`config.mk`:
```
export PLATFORM = sky130hd
export DESIGN_NAME = guess_input_conditioner
export DESIGN_NICKNAME = d
export VERILOG_FILES = /design/src/rtl/game_pkg.sv /design/src/rtl/sync_2ff.sv /design/src/rtl/guess_input_conditioner.sv
export SDC_FILE = /design/constraint.sdc
export NUM_CORES = 1
export LEC_CHECK = 0
export CAP_MARGIN = 10
export CORE_ASPECT_RATIO = 0.8
export CORE_MARGIN = 4
export CORE_UTILIZATION = 31
export CTS_CLUSTER_SIZE = 12
export DETAILED_ROUTE_END_ITERATION = 10
export SYNTH_ARGS = -nofsm -noshare
export SYNTH_HDL_FRONTEND = slang
export SYNTH_SLANG_ARGS = --single-unit
```
`constraint.sdc`:
```
create_clock -name clk -period 5.6 [get_ports clk]
set_clock_uncertainty 0.1 [all_clocks]
set_input_delay 0.84 -clock clk [delete_from_list [all_inputs] [get_ports clk]]
set_output_delay 0.84 -clock clk [all_outputs]
set_load 0.02 [all_outputs]
```
`src/rtl/game_pkg.sv`:
```
// Shared types and constants for the guessing-game front end.
package game_pkg;

    typedef enum logic [1:0] {
        S_IDLE         = 2'd0,
        S_PRESS_WAIT   = 2'd1,
        S_HELD         = 2'd2,
        S_RELEASE_WAIT = 2'd3
    } debounce_state_t;

    localparam int DEBOUNCE_DEFAULT = 50000;
    localparam int PRESS_CNT_W      = 8;
    localparam int DEBOUNCE_CNT_W   = 20;

endpackage

```
`src/rtl/sync_2ff.sv`:
```
// Two-flop synchroniser for asynchronous inputs, with a selectable reset value.
module sync_2ff #(
    parameter int               WIDTH     = 1,
    parameter logic [WIDTH-1:0] RESET_VAL = '0
) (
    input  logic             clk,
    input  logic             reset,
    input  logic [WIDTH-1:0] i_d,
    output logic [WIDTH-1:0] o_q
);

    logic [WIDTH-1:0] r_meta;
    logic [WIDTH-1:0] r_sync;

    // Shift the raw value through two flops so metastability settles before use.
    always_ff @(posedge clk or negedge reset) begin
        if (!reset) begin
            r_meta <= RESET_VAL;
            r_sync <= RESET_VAL;
        end else begin
            r_meta <= i_d;
            r_sync <= r_meta;
        end
    end

    assign o_q = r_sync;

endmodule

```
`src/rtl/guess_input_conditioner.sv`:
```
// Conditions the enter button and guess switches: synchronise, debounce,
// emit one enter pulse per press with the guess latched on that cycle.
module guess_input_conditioner
    import game_pkg::*;
#(
    parameter int DEBOUNCE_CYCLES = DEBOUNCE_DEFAULT,
    parameter int GUESS_W         = 8,
    parameter int BTN_ACTIVE_LOW  = 1
) (
    input  logic                   clk,
    input  logic                   reset,
    input  logic                   i_btn_raw,
    input  logic [GUESS_W-1:0]     i_guess_raw,
    output logic                   o_enter,
    output logic [GUESS_W-1:0]     o_guess,
    output logic [PRESS_CNT_W-1:0] o_press_count,
    output logic                   o_btn_level
);

    // Terminal value of the stability counter; a level must hold this many cycles.
    localparam logic [DEBOUNCE_CNT_W-1:0] CNT_LAST = DEBOUNCE_CNT_W'(DEBOUNCE_CYCLES - 1);

    // The button synchroniser resets to whatever the board reads when released.
    localparam logic BTN_RELEASED = (BTN_ACTIVE_LOW != 0);

    logic                      w_btn_sync;
    logic                      w_btn_s;
    logic [GUESS_W-1:0]        w_guess_sync;

    debounce_state_t           r_state;
    debounce_state_t           w_state_nxt;
    logic [DEBOUNCE_CNT_W-1:0] r_cnt;
    logic [DEBOUNCE_CNT_W-1:0] w_cnt_nxt;
    logic                      w_accept;

    logic                      r_enter;
    logic [GUESS_W-1:0]        r_guess;
    logic [PRESS_CNT_W-1:0]    r_press_count;

    sync_2ff #(
        .WIDTH     (1),
        .RESET_VAL (BTN_RELEASED)
    ) u_btn_sync (
        .clk   (clk),
        .reset (reset),
        .i_d   (i_btn_raw),
        .o_q   (w_btn_sync)
    );

    sync_2ff #(
        .WIDTH     (GUESS_W),
        .RESET_VAL ('0)
    ) u_guess_sync (
        .clk   (clk),
        .reset (reset),
        .i_d   (i_guess_raw),
        .o_q   (w_guess_sync)
    );

    assign w_btn_s = (BTN_ACTIVE_LOW != 0) ? ~w_btn_sync : w_btn_sync;

    // Debounce decision: a level change is accepted only after it has held steadily.
    always_comb begin
        w_state_nxt = r_state;
        w_cnt_nxt   = r_cnt;
        w_accept    = 1'b0;
        case (r_state)
            S_IDLE: begin
                if (w_btn_s) begin
                    w_state_nxt = S_PRESS_WAIT;
                    w_cnt_nxt   = '0;
                end
            end
            S_PRESS_WAIT: begin
                if (!w_btn_s) begin
                    w_state_nxt = S_IDLE;
                end else if (r_cnt == CNT_LAST) begin
                    w_state_nxt = S_HELD;
                    w_accept    = 1'b1;
                end else begin
                    w_cnt_nxt = r_cnt + DEBOUNCE_CNT_W'(1);
                end
            end
            S_HELD: begin
                if (!w_btn_s) begin
                    w_state_nxt = S_RELEASE_WAIT;
                    w_cnt_nxt   = '0;
                end
            end
            S_RELEASE_WAIT: begin
                if (w_btn_s) begin
                    w_state_nxt = S_HELD;
                end else if (r_cnt == CNT_LAST) begin
                    w_state_nxt = S_IDLE;
                end else begin
                    w_cnt_nxt = r_cnt + DEBOUNCE_CNT_W'(1);
                end
            end
            default: begin
                w_state_nxt = S_IDLE;
                w_cnt_nxt   = '0;
            end
        endcase
    end

    // Debounce state and stability counter registers.
    always_ff @(posedge clk or negedge reset) begin
        if (!reset) begin
            r_state <= S_IDLE;
            r_cnt   <= '0;
        end else begin
            r_state <= w_state_nxt;
            r_cnt   <= w_cnt_nxt;
        end
    end

    // Accepted press: pulse enter for one cycle, capture the guess, bump the count.
    always_ff @(posedge clk or negedge reset) begin
        if (!reset) begin
            r_enter       <= 1'b0;
            r_guess       <= '0;
            r_press_count <= '0;
        end else begin
            r_enter <= w_accept;
            if (w_accept) begin
                r_guess       <= w_guess_sync;
                r_press_count <= r_press_count + PRESS_CNT_W'(1);
            end
        end
    end

    assign o_enter       = r_enter;
    assign o_guess       = r_guess;
    assign o_press_count = r_press_count;
    assign o_btn_level   = (r_state == S_HELD) || (r_state == S_RELEASE_WAIT);

endmodule

```
==> metrics.csv <==
metric,value,unit
critPathSlowestCell,clkdlybuf4s50_1,
relSlewSlack,32.09,%
criticalPathCategory,reg2out,
post-place-ws,3253,ps
syn-instance-count,229,
cp-start-kind,register,
hpwl,3662,µm
grt_pass1_wl,9156,µm
status,"complete, no violations",
max_freq,0.4216,GHz
post_cts_buffers,0,
fin_nets,270,
netlist_area,2633,µm²
multi_input_area,1100,µm²
grt_pass1_vias,1814,
required,4660,ps
cp-end-kind,output port,
clock_latency,340,ps
synth_enable_flop_cells,0,
dr.pass1.iters,4,
r2r-start,r_cnt[0],
cp_max_fo,6,
die_w,111.0,µm
p_leak,1.323,nW
rsz0062_at_grt,no,
drv_slew,0,
worstPathCellList,clkdlybuf4s50_1,
cp.arrival,1430,ps
postCtsHoldBufs,0,
synth_cell_types,50,
r2r_cells,5,
avgSynthCellArea,11.50,µm²
ir_drop,0.1289,mV
synth.area.top_cells,"dfrtp_1, mux2_2, nand2_1, xor2_1, nand3_1",
port_buffers,28,
wire_per_inst,14.48,µm
seqCellArea,1429,µm²
drive_above_1_share,17.18,%
utilization,38.91,%
fill_cells,785,
hold_class,reg2reg,
yosys.area.top_type_share,52.28,%
cts_sinks,57,
ys.flop_type,dfrtp_1,
cts_buffer_depth,2,
grt_remaining_overflow,0,
cts.clk_slew.worst_paths,70,ps
area_growth,19.58,%
die_area,10040,µm²
worstReg2RegEnd,o_guess[4],
min_path_cells,0,
cts_max_level,3,
gp_congestion,0.8495,
hold_start,u_guess_sync.r_meta[2],
antenna_found_initial,0,
critPathMaxStageDelay,640,ps
diodes,0,
cts_tree,done,
synth.largest_area_cell,dfrtp_1,
rows,29,
coreArea,8092,µm²
setup_tns,0,ps
cp_top_family,buffers and inverters,
grtUsageTotal,11.40,%
worstMarginPinSlew,1011,ps
die_y,90.43,µm
timing.final.crit_share,42.35,%
start_util,32.53,%
route.detailed.drc,0,
cts_resized,0,
ys_seq_area_share,54.28,%
yosysWarnings,0,
vias_per_cell,5.070,
synthArstFlopShare,100.0,%
pin_count,29,
ys_seq_elements,57,
vias,1876,
setup_violations,0,
cp.buffers_inverters,1,
setup_ws,3228,ps
ff2ff_setup_slack,3230,ps
numCtsBuffers,9,
finalHoldViolations,0,
maxCapViolations,0,
synth_fp_nets,242,
cts-root-buf,clkbuf_8,
grt_max_degree,58,
pwr_density_cell,253.8,nW/µm²
dr.first_iter.drc_count,140,
hold_end,u_guess_sync.o_q[2],
ant_nets,0,
timing.final.crit_period,2372,ps
routed_wl,5356,µm
how the worst max path moves through the flow:
stage / start / to / slack, ps / cells after the start
floorplan: r_cnt[0] / o_guess[0] / 3440 / 6
global placement: r_cnt[0] / o_guess[1] / 3310 / 5
detailed placement: r_cnt[0] / o_guess[6] / 3250 / 5
CTS: register / o_btn_level / 3200 / 1
global route: r_cnt[0] / o_guess[3] / 3080 / 5
finish: o_press_count[2] / o_press_count[2] / 3230 / 1
metal layers:
metal / global-route usage (%) / up-vias / routed length (µm)
li1: - / 905 / -
met1: 15.90 / 915 / 2554
met2: 15.91 / 45 / 2418
met3: 3.818 / 11 / 264
met4: 5.167 / 0 / 118
met5: 0 / - / 0
where the power goes:
| part | internal (mW) | switching, mW |
|---|---|---|
| logic | 0.0117 | 0.0178 |
| clock network | 0.163 | 0.177 |
| registers | 0.421 | 0.00845 |
| total | 0.596 | 0.203 |
logic make-up after synthesis:
family	Yosys count	synth area share, %
xor gates and xnor gates	12	3.993
buffers and inverters	17	3.944
and+or+nand+nor	94	21.63
AOI/OAI and AO/OA	34	9.696
muxes	13	5.513
DFF	57	54.28
adders and majority gates	2	0.9504
cells in the mapped netlist, types with 5 or more instances:
cell type	count
dfrtp_1	55
nand3_1	12
nand4_1	6
nor2_1	13
clkbuf_1	6
a21oi_1	5
mux2_2	12
nor3_1	7
xor2_1	9
nand2_1	22
nor4_1	5
state kept, by name (all words and copies together), names as in the netlist, named ones only:
signal,cells
r_cnt,20
o_guess,8
o_press_count,8
u_guess_sync.o_q,8
u_guess_sync.r_meta,8
o_enter,1
r_state,1
u_btn_sync.o_q,1
u_btn_sync.r_meta,1
metrics by stage:
| stage | hold WS (ps) | cells | power [mW] | cell area, µm² |
|---|---|---|---|---|
| 6_report | 248.6 | 370 | 0.7989 | 3148 |
| 5_1_grt | 256.4 | 370 | 0.8429 | 3148 |
| 4_1_cts | 251.8 | 370 | 0.8167 | 3148 |
| 3_5_place_dp | 235.8 | 354 | 0.4676 | 2969 |
| 3_3_place_gp | 231.8 | 354 | 0.4673 | 2969 |
| 2_1_floorplan | 231.2 | 229 | 0.4483 | 2633 |
layout make-up:
class,count,area share [%]
multi-input cells,155,34.94
well taps,108,4.293
flip-flops and latches,57,45.39
inverters,4,0.4769
clock buffers,9,3.935
repair buffers,30,9.221
clock inverters,7,1.749
cell usage in the layout, fill, tap and decap left out, types with 3 or more instances in the layout:
master / instances
nand4_1: 6
nor2_1: 13
nand2_1: 22
dfrtp_1: 55
a21oi_1: 5
nor3_2: 3
mux2_2: 12
o211ai_1: 4
clkinv_4: 3
xnor2_1: 3
nand3b_1: 4
xor2_1: 9
o311ai_0: 4
nand3_1: 12
nor3_1: 7
nor4_1: 5
a22o_1: 4
clkbuf_8: 9
or4_1: 4
inv_1: 4
clkdlybuf4s50_1: 27
o21ai_0: 4
(Power assumes the default switching activity.)
==> variant: new RTL, config.mk and constraints unchanged <==
Make the reset (`reset`) synchronous in 3 clocked blocks. Comments in the files are not updated.
--- a/src/rtl/sync_2ff.sv
+++ b/src/rtl/sync_2ff.sv
@@ -13,7 +13,7 @@
     logic [WIDTH-1:0] r_sync;
 
     // Shift the raw value through two flops so metastability settles before use.
-    always_ff @(posedge clk or negedge reset) begin
+    always_ff @(posedge clk) begin
         if (!reset) begin
             r_meta <= RESET_VAL;
             r_sync <= RESET_VAL;
--- a/src/rtl/guess_input_conditioner.sv
+++ b/src/rtl/guess_input_conditioner.sv
@@ -104,7 +104,7 @@
     end
 
     // Debounce state and stability counter registers.
-    always_ff @(posedge clk or negedge reset) begin
+    always_ff @(posedge clk) begin
         if (!reset) begin
             r_state <= S_IDLE;
             r_cnt   <= '0;
@@ -115,7 +115,7 @@
     end
 
     // Accepted press: pulse enter for one cycle, capture the guess, bump the count.
-    always_ff @(posedge clk or negedge reset) begin
+    always_ff @(posedge clk) begin
         if (!reset) begin
             r_enter       <= 1'b0;
             r_guess       <= '0;
Behaviour: same outputs for any inputs over 10 cycles, from zero or initial values and one cycle with reset low; that may be too few to reach the edited logic, so the function may still have changed.
==> variant against the unedited design <==
- maximum frequency shrank 14%
- register-to-register slack lost 90 ps
- highest routed layer unchanged
- clock power grew 29%
- wire length shrank 0.67%
- synthesized area shrank 8.9%
- combinational power shrank 23%
- sequential cell count is the same
- count of clock-buffer cells in the layout grew 3
- total power grew 9.5%
- final area shrank 6.0%
- sequential power shrank 4%
- worst setup slack lost 370 ps
==> variant: results (changes against the unedited design) <==
layout.nets: 298  # was 270
grt_max_degree: 31  # was 58
via_per_inst: 5.07  # about the same
cts_resized: 0  # unchanged
worst-path-max-fanout: 30  # was 6
synthDistinctLibCells: 38  # was 50
synth_common_cells: "dfxtp_1 (57), a21oi_1 (25), and2_1 (19), nand3_1 (18), nand2_1 (14)"  # was dfrtp_1 (55), nand2_1 (22), nor2_1 (13), mux2_2 (12), nand3_1 (12)
met2_usage_pct: 18.3  # was 15.9%
leakagePower_nw: 0.960  # was 1.32 nW
clkLatencyLatePin_ps: 340  # about the same
place_hpwl_um: 3570  # was 3660 um
wirelength_um: 5320  # was 5360 um
grt_usage_pct: 12.8  # was 11.4%
vias: 2003  # was 1876
status: "completed"  # unchanged
hold_violations: 0  # unchanged
synth_fp_nets: 276  # was 242
cts_inserted_buffers: 9  # unchanged
vdd_ir_drop_max_mv: 0.165  # was 0.129 mV
grtUsageMet1_pct: 17.0  # was 15.9%
maxSlewHeadroom_pct: 25.5  # was 32.1%
drt-initial-drc-count: 112  # was 140
ys.warnings.count: 0  # unchanged
cts_setup_buffers: 0  # unchanged
worstHoldPathType: "reg2reg"  # unchanged
root_buffer: "clkbuf_8"  # unchanged
gp_congestion: 0.783  # was 0.850
diodes: 0  # unchanged
grt_pass1_wl_um: 9250  # was 9160 um
antenna_found_initial: 0  # unchanged
io_buffers: 28  # unchanged
synth_ff_type: "dfxtp_1"  # was dfrtp_1
rows: 28  # was 29
place_area_um2: 2730  # was 2970 um^2
final_layout_size_suffix_gt1_share_pct: 5.86  # was 17.2%
top_register: "r_cnt"  # unchanged
first_pass_iters: 4  # unchanged
path_clk_slew_ps: 60
ctsHtreeMaxLevel: 3  # unchanged
syn_avg_cell_area_um2: 9.12  # was 11.5 um^2
fill_cells: 737  # was 785
ys_seq_area_share_pct: 47.6  # was 54.3%
clockBufferDepth: 2  # unchanged
largest_reg_flops: 20  # unchanged
async_flop_share_pct: 0  # was 100%
use_met3_pct: 4.10  # was 3.82%
grt_pass1_vias: 1926  # was 1814
post-place-cells: 379  # was 354
arrival_ps: 2870  # was 1430 ps
yosys-top-cells-area: "dfxtp_1 (48%), a21oi_1 (5.2%), and2_1 (5.0%)"  # was dfrtp_1 (52%), mux2_2 (5.1%), nand2_1 (3.1%)
variant: cell count changes after synthesis, moves of 9 or more:
| cell | before | now |
|---|---|---|
| a21oi_1 | 5 | 25 |
| mux2_2 | 12 | 1 |
| and2_1 | 1 | 19 |
| dfrtp_1 | 55 | 0 |
| dfxtp_1 | 0 | 57 |
| o31ai_1 | 2 | 11 |
variant: worst paths after layout:
kind,slack (ps),endpoint,from,cells past startpoint
max reg2reg,3140,o_press_count[5]$_SDFFE_PN0P_,r_cnt[11]$_SDFFE_PN0P_,4
min,310,u_btn_sync.o_q$_SDFF_PN1_,u_btn_sync.r_meta$_SDFF_PN1_,1
max,2860,r_cnt[19]$_SDFFE_PN0P_,reset,4
min reg2reg,310,u_btn_sync.o_q$_SDFF_PN1_,u_btn_sync.r_meta$_SDFF_PN1_,1
variant: cells by family after synthesis:
| family | after synthesis | synth area share, % |
|---|---|---|
| AND/OR/NAND/NOR | 112 | 27.8 |
| AO/OA/AOI/OAI | 58 | 14.6 |
| XOR/XNOR | 7 | 2.56 |
| multiplexers | 6 | 2.56 |
| buffers and inverters | 21 | 3.91 |
| adder cells (fa/ha/maj) | 2 | 1.04 |
| flip-flops | 57 | 47.6 |
variant: where the power goes:
part	internal [mW]	switching [mW]	total, mW
logic	0.0111	0.0116	0.0227
clock network	0.275	0.164	0.439
registers	0.412	0.00197	0.414
total	0.697	0.178	0.875
variant: critical path, stage by stage:
cell             delay (ps)
clkdlybuf4s50_1         840
o21ai_1                 840
nor2_1                   60
mux2_2                  290
variant: layout make-up:
class / count / share of cell area [%]
Inverter: 4 / 0.507
Timing Repair Buffer: 28 / 9.47
Tap cell: 105 / 4.44
Sequential cell: 57 / 38.5
Clock buffer: 12 / 5.24
Multi-Input combinational cell: 185 / 39.3
Clock inverter: 4 / 2.54
variant: through the flow:
step                      hold WS (ps)  utilization (%)  setup slack, ps
after detailed placement           292             36.6             2420
final                              306             39.7             2860
after floorplan                    286                -             3760
after CTS                          307             39.7             2780
after global placement             293             36.6             2440
after global routing               344             39.7             2490
variant: routing by layer:
metal,wire [um],up-vias,share of wire (%)
met4,81,0,1.5
li1,-,1019,-
met2,2310,57,43
met3,314,5,5.9
met5,0,-,0
met1,2620,922,49
